[src/rtl/genius_seq_ctrl.sv]
// Genius (Simon-style) round controller: replays the first N ROM colours on the LEDs,
// then checks the player's presses in order, growing the sequence up to MAX_ROUND.
module genius_seq_ctrl #(
  parameter int SIZE      = 4,
  parameter int MAX_ROUND = 16,
  parameter int TIME_SHOW = 4,
  parameter int TIME_GAP  = 2,
  parameter int TIMEOUT   = 20
) (
  input  logic            clock,
  input  logic            reset,
  input  logic            start,
  input  logic            jogada_valid,
  input  logic [SIZE-1:0] jogada,
  input  logic [SIZE-1:0] saida,
  output logic [SIZE-1:0] address,
  output logic [SIZE-1:0] leds,
  output logic [SIZE:0]   round,
  output logic            busy,
  output logic            win,
  output logic            lose
);

  typedef enum logic [2:0] {
    IDLE     = 3'd0,
    SHOW_ON  = 3'd1,
    SHOW_OFF = 3'd2,
    WAIT_IN  = 3'd3,
    WIN      = 3'd4,
    LOSE     = 3'd5
  } state_t;

  localparam logic [15:0]     SHOW_LAST  = 16'(TIME_SHOW - 1);
  localparam logic [15:0]     GAP_LAST   = 16'(TIME_GAP - 1);
  localparam logic [15:0]     WAIT_LAST  = 16'(TIMEOUT - 1);
  localparam logic [SIZE:0]   LAST_ROUND = MAX_ROUND[SIZE:0];
  localparam logic [SIZE:0]   ROUND_ONE  = 1;
  localparam logic [SIZE-1:0] ADDR_ONE   = 1;

  state_t          state_q;
  logic [SIZE-1:0] address_q;
  logic [SIZE:0]   round_q;
  logic [15:0]     timer_q;

  logic [SIZE:0]   round_m1;
  logic            more_steps;
  logic            press_ok;
  logic [15:0]     timer_inc;

  assign round_m1   = round_q - ROUND_ONE;
  assign more_steps = {1'b0, address_q} < round_m1;
  // A zero or multi-hot press can never be a correct colour, whatever the ROM holds.
  assign press_ok   = (jogada == saida) && (jogada != '0) &&
                      ((jogada & (jogada - ADDR_ONE)) == '0);
  assign timer_inc  = (timer_q == 16'hFFFF) ? timer_q : timer_q + 16'd1;

  always_ff @(posedge clock) begin
    if (reset) begin
      state_q   <= IDLE;
      address_q <= '0;
      round_q   <= '0;
      timer_q   <= '0;
    end else begin
      case (state_q)
        IDLE, WIN, LOSE: begin
          if (start) begin
            state_q   <= SHOW_ON;
            round_q   <= ROUND_ONE;
            address_q <= '0;
            timer_q   <= '0;
          end
        end
        SHOW_ON: begin
          if (timer_q == SHOW_LAST) begin
            state_q <= SHOW_OFF;
            timer_q <= '0;
          end else begin
            timer_q <= timer_inc;
          end
        end
        SHOW_OFF: begin
          if (timer_q == GAP_LAST) begin
            timer_q <= '0;
            if (more_steps) begin
              address_q <= address_q + ADDR_ONE;
              state_q   <= SHOW_ON;
            end else begin
              address_q <= '0;
              state_q   <= WAIT_IN;
            end
          end else begin
            timer_q <= timer_inc;
          end
        end
        WAIT_IN: begin
          // A press on the timeout cycle takes precedence over the timeout.
          if (jogada_valid) begin
            if (!press_ok) begin
              state_q <= LOSE;
            end else if (more_steps) begin
              address_q <= address_q + ADDR_ONE;
              timer_q   <= '0;
            end else if (round_q < LAST_ROUND) begin
              round_q   <= round_q + ROUND_ONE;
              address_q <= '0;
              timer_q   <= '0;
              state_q   <= SHOW_ON;
            end else begin
              state_q <= WIN;
            end
          end else if (timer_q == WAIT_LAST) begin
            state_q <= LOSE;
          end else begin
            timer_q <= timer_inc;
          end
        end
        default: state_q <= IDLE;
      endcase
    end
  end

  assign address = address_q;
  assign round   = round_q;
  assign leds    = (state_q == SHOW_ON) ? saida : '0;
  assign busy    = (state_q == SHOW_ON) || (state_q == SHOW_OFF) || (state_q == WAIT_IN);
  assign win     = (state_q == WIN);
  assign lose    = (state_q == LOSE);

endmodule

[config.mk]
export PLATFORM = sky130hd
export DESIGN_NAME = genius_seq_ctrl
export DESIGN_NICKNAME = d
export VERILOG_FILES = /design/src/rtl/genius_seq_ctrl.sv
export SDC_FILE = /design/constraint.sdc
export NUM_CORES = 1
export LEC_CHECK = 0
export CAP_MARGIN = 20
export CORE_MARGIN = 4
export CORE_UTILIZATION = 60
export DETAILED_ROUTE_END_ITERATION = 8
export PLACE_DENSITY = 0.84
export SKIP_LAST_GASP = 1
export SLEW_MARGIN = 20
export SYNTH_ARGS = -nofsm -noshare
export SYNTH_HDL_FRONTEND = slang
export SYNTH_SLANG_ARGS = --single-unit
[constraint.sdc]
create_clock -name clock -period 3.4 [get_ports clock]
set_input_delay 1.02 -clock clock [delete_from_list [all_inputs] [get_ports clock]]
set_output_delay 1.02 -clock clock [all_outputs]
set_load 0.005 [all_outputs]
==> results_dict.tcl <==
set metrics [dict create \
    outcome "finished, final reports clean" \
    final.period_utilization 0.9369 \
    synth-async-reset-ratio 0 \
    reg2reg_depth 10 \
    yosysTopAreaCellShare 0.2591 \
    synth_cell_types 65 \
    yosysWarningCount 0 \
    synth_ff_type "dfxtp_1" \
    grt_max_degree 43 \
    cts_buffers 3 \
    cts.sinks 28 \
    synth.area.top_cells "dfxtp_1, a21oi_1, ha_1" \
    seq_area_frac_synth 0.2591 \
    cp_max_fo 11 \
    fin_area_mm2 0.002480 \
    synth_edf_count 0 \
    path_cells "nor2b_1 > and2b_1 > and2_1 > clkdlybuf4s50_1" \
    yosysTopAreaCell "dfxtp_1" \
    max_stage_delay_ns 0.53 \
    clock_latency_ns 0.35 \
    fmax_mhz 313.9 \
    first_iter_violations 202 \
    power_frac_clock 0.189 \
    crit_type "flop to output port" \
    worst-path-stages 4 \
    p_switching_mw 0.4879 \
    avgSynthCellArea_um2 7.983 \
    cp_data_required_time_ns 2.38 \
    reg2reg_from "round[0]" \
    crit_path_top_delay_cell "dfxtp_1" \
    grt-ovfl-total 0 \
    rows 21 \
    htreeDepth 1 \
    seqPwrFrac 0.323 \
    finClkSkew_ns 0.009923 \
    crit_path_start_kind "flop" \
    internal_power_mw 0.7239 \
    drc 0 \
    hold_viol 0 \
    crit_arrival_ns 2.17 \
    ctsHoldBuffers 0 \
    min_path_type "flop to flop" \
    cap_violations 0 \
    nNetsFinal 311 \
    grtUsageTotal 0.2362 \
    finalWorstSetupSlack_ns 0.2144 \
    cts_tree "done" \
    ir_worst_vdd_mv 0.2978 \
    route.vias.total 2092 \
    root_buffer "clkbuf_4" \
    rsz0062_at_grt "false" \
    antenna-diode-count 0 \
    grt_pass1_vias 1842 \
    firstDrtPassIters 4 \
    crit_buf_inv 1 \
    hpwl_um 3398 \
    synth_nets 291 \
    avgRoutedWirePerCell_um 14.62 \
    grt_pass1_wl_um 8535 \
    routabilityCongestion 0.8906 \
    port_buffers 27 \
    ant_nets 0 \
    routed_wl_um 4912 \
    r2r_slack_ns 0.59 \
    setup_viol 0 \
    avgViaCountPerCell 6.226 \
    core_area_mm2 0.003416 \
    postCtsSetupBuffers 0 \
    initial_core_util 0.6333 \
    ios 28 \
    finalSetupTns_ns 0 \
    drv_slew 0 \
    synthTopCellsByCount "dfxtp_1, a21oi_1, nand2_1" \
    clockBufferDepth 2 \
    cts.repair.resized 0 \
    die_h_um 68.05 \
    p_leak_nw 0.8666 \
    path_clk_slew_ns 0.17 \
    synth_cells 271 \
    fp.dieW_um 68.05 \
    yosysMostFrequentCell "dfxtp_1" \
    max_slew_margin 0.5461 \
    area_growth_pct 14.63 \
    sw_frac_of_total 0.4026 \
    power_density_mw_per_mm2 488.7 \
    critPathCapture "leds[1]" \
    critical-path-top-delay-family "simple AND/OR/NAND/NOR gates" \
    die_area_mm2 0.004630 \
    drive_above_1_share 0.08276 \
    pre_cts_slack_ns 0.2335 \
    startpoint "state_q[0]" \
    antenna_found_initial 0 \
    placed_area_mm2 0.002427 \
    hold_depth 2 \
    netlist_area_mm2 0.002163 \
    min_period_ns 3.186 \
    ys_seq_elements 28 \
    tightest_slew_ns 0.6808 \
    endpoint_kind "output port" \
    power.share.combinational 0.487 \
    r2r-end "timer_q[1]" \
]
placed cells by master, fill, tap and decap left out, drive strengths merged, types with 2 or more instances in the layout:
master,instances
nor3,8
nand4b,2
nor2,16
a211oi,5
or2,4
a21o,3
mux2i,5
nand2,23
o21a,2
a21oi,24
and4bb,2
o21bai,2
a21boi,3
nor4b,2
and3,8
a31oi,5
o32ai,7
o22ai,4
nor4,3
ha,8
or3,7
nor2b,2
a41o,2
clkbuf,3
nand2b,12
nand3,18
inv,14
xnor2,3
clkdlybuf4s50,27
a41oi,4
o21ai,6
buf,2
and2,5
dfxtp,28
final cells by class:
| class | instances | area [um^2] |
|---|---|---|
| timing repair buffer | 29 | 285.3 |
| inverter | 14 | 52.55 |
| sequential | 28 | 560.5 |
| tap | 46 | 57.56 |
| clock inverter | 1 | 30.03 |
| multi-input combinational | 215 | 1471 |
| fill | 295 | 935.9 |
| clock buffer | 3 | 22.52 |
state kept, by name, indices dropped and copies added (netlist names):
| register | count |
|---|---|
| round | 5 |
| address | 4 |
| timer_q | 16 |
| state_q | 3 |
per-layer routing:
metal	wire [um]	global-route usage	share of wire	vias up
li1	-	-	-	1057
met2	2182	0.3646	0.44	65
met5	0	0	0	-
met4	66	0.08437	0.013	0
met3	316	0.04105	0.064	7
met1	2347	0.3280	0.48	963
tightest hold or removal path: stages, from the launching register on:
cell	delay [ns]
dfxtp_1	0.37
inv_1	0.07
a211oi_2	0.05
power by group through the flow:
stage | Sequential [mW] | Combinational [mW] | Clock [mW]
after floorplan | 0.373 | 0.460 | 0
after global routing | 0.397 | 0.660 | 0.244
after detailed placement | 0.397 | 0.585 | 0
after global placement | 0.396 | 0.577 | 0
after CTS | 0.389 | 0.590 | 0.234
final | 0.392 | 0.591 | 0.229
kinds of logic after synthesis:
kind of cell | count (synthesis) | share of synthesized area
XOR/XNOR | 3 | 0.01215
AO/OA/AOI/OAI | 78 | 0.2661
adder cells (fa/ha/maj) | 8 | 0.04627
flip-flops | 28 | 0.2591
buffers and inverters | 28 | 0.06073
AND/OR/NAND/NOR | 121 | 0.3326
multiplexers | 5 | 0.02314
worst min-delay path by stage:
stage,startpoint,to,slack (ns)
2_1_floorplan,timer_q[13],timer_q[13],0.49
3_3_place_gp,timer_q[13],timer_q[13],0.50
3_5_place_dp,timer_q[13],timer_q[13],0.51
4_1_cts,timer_q[13],timer_q[13],0.53
5_1_grt,timer_q[13],timer_q[13],0.57
6_report,timer_q[13],timer_q[13],0.52
metrics by stage:
step / hold slack [ns] / cells / power (mW) / utilization
global placement: 0.5021 / 332 / 0.9727 / 0.7106
finish: 0.5225 / 336 / 1.212 / 0.7260
CTS: 0.5254 / 336 / 1.214 / 0.7260
floorplan: 0.4853 / 271 / 0.8333 / -
global route: 0.5680 / 336 / 1.301 / 0.7260
detailed placement: 0.5051 / 332 / 0.9820 / 0.7106
No activity file was read; power rests on OpenSTA's default activity.
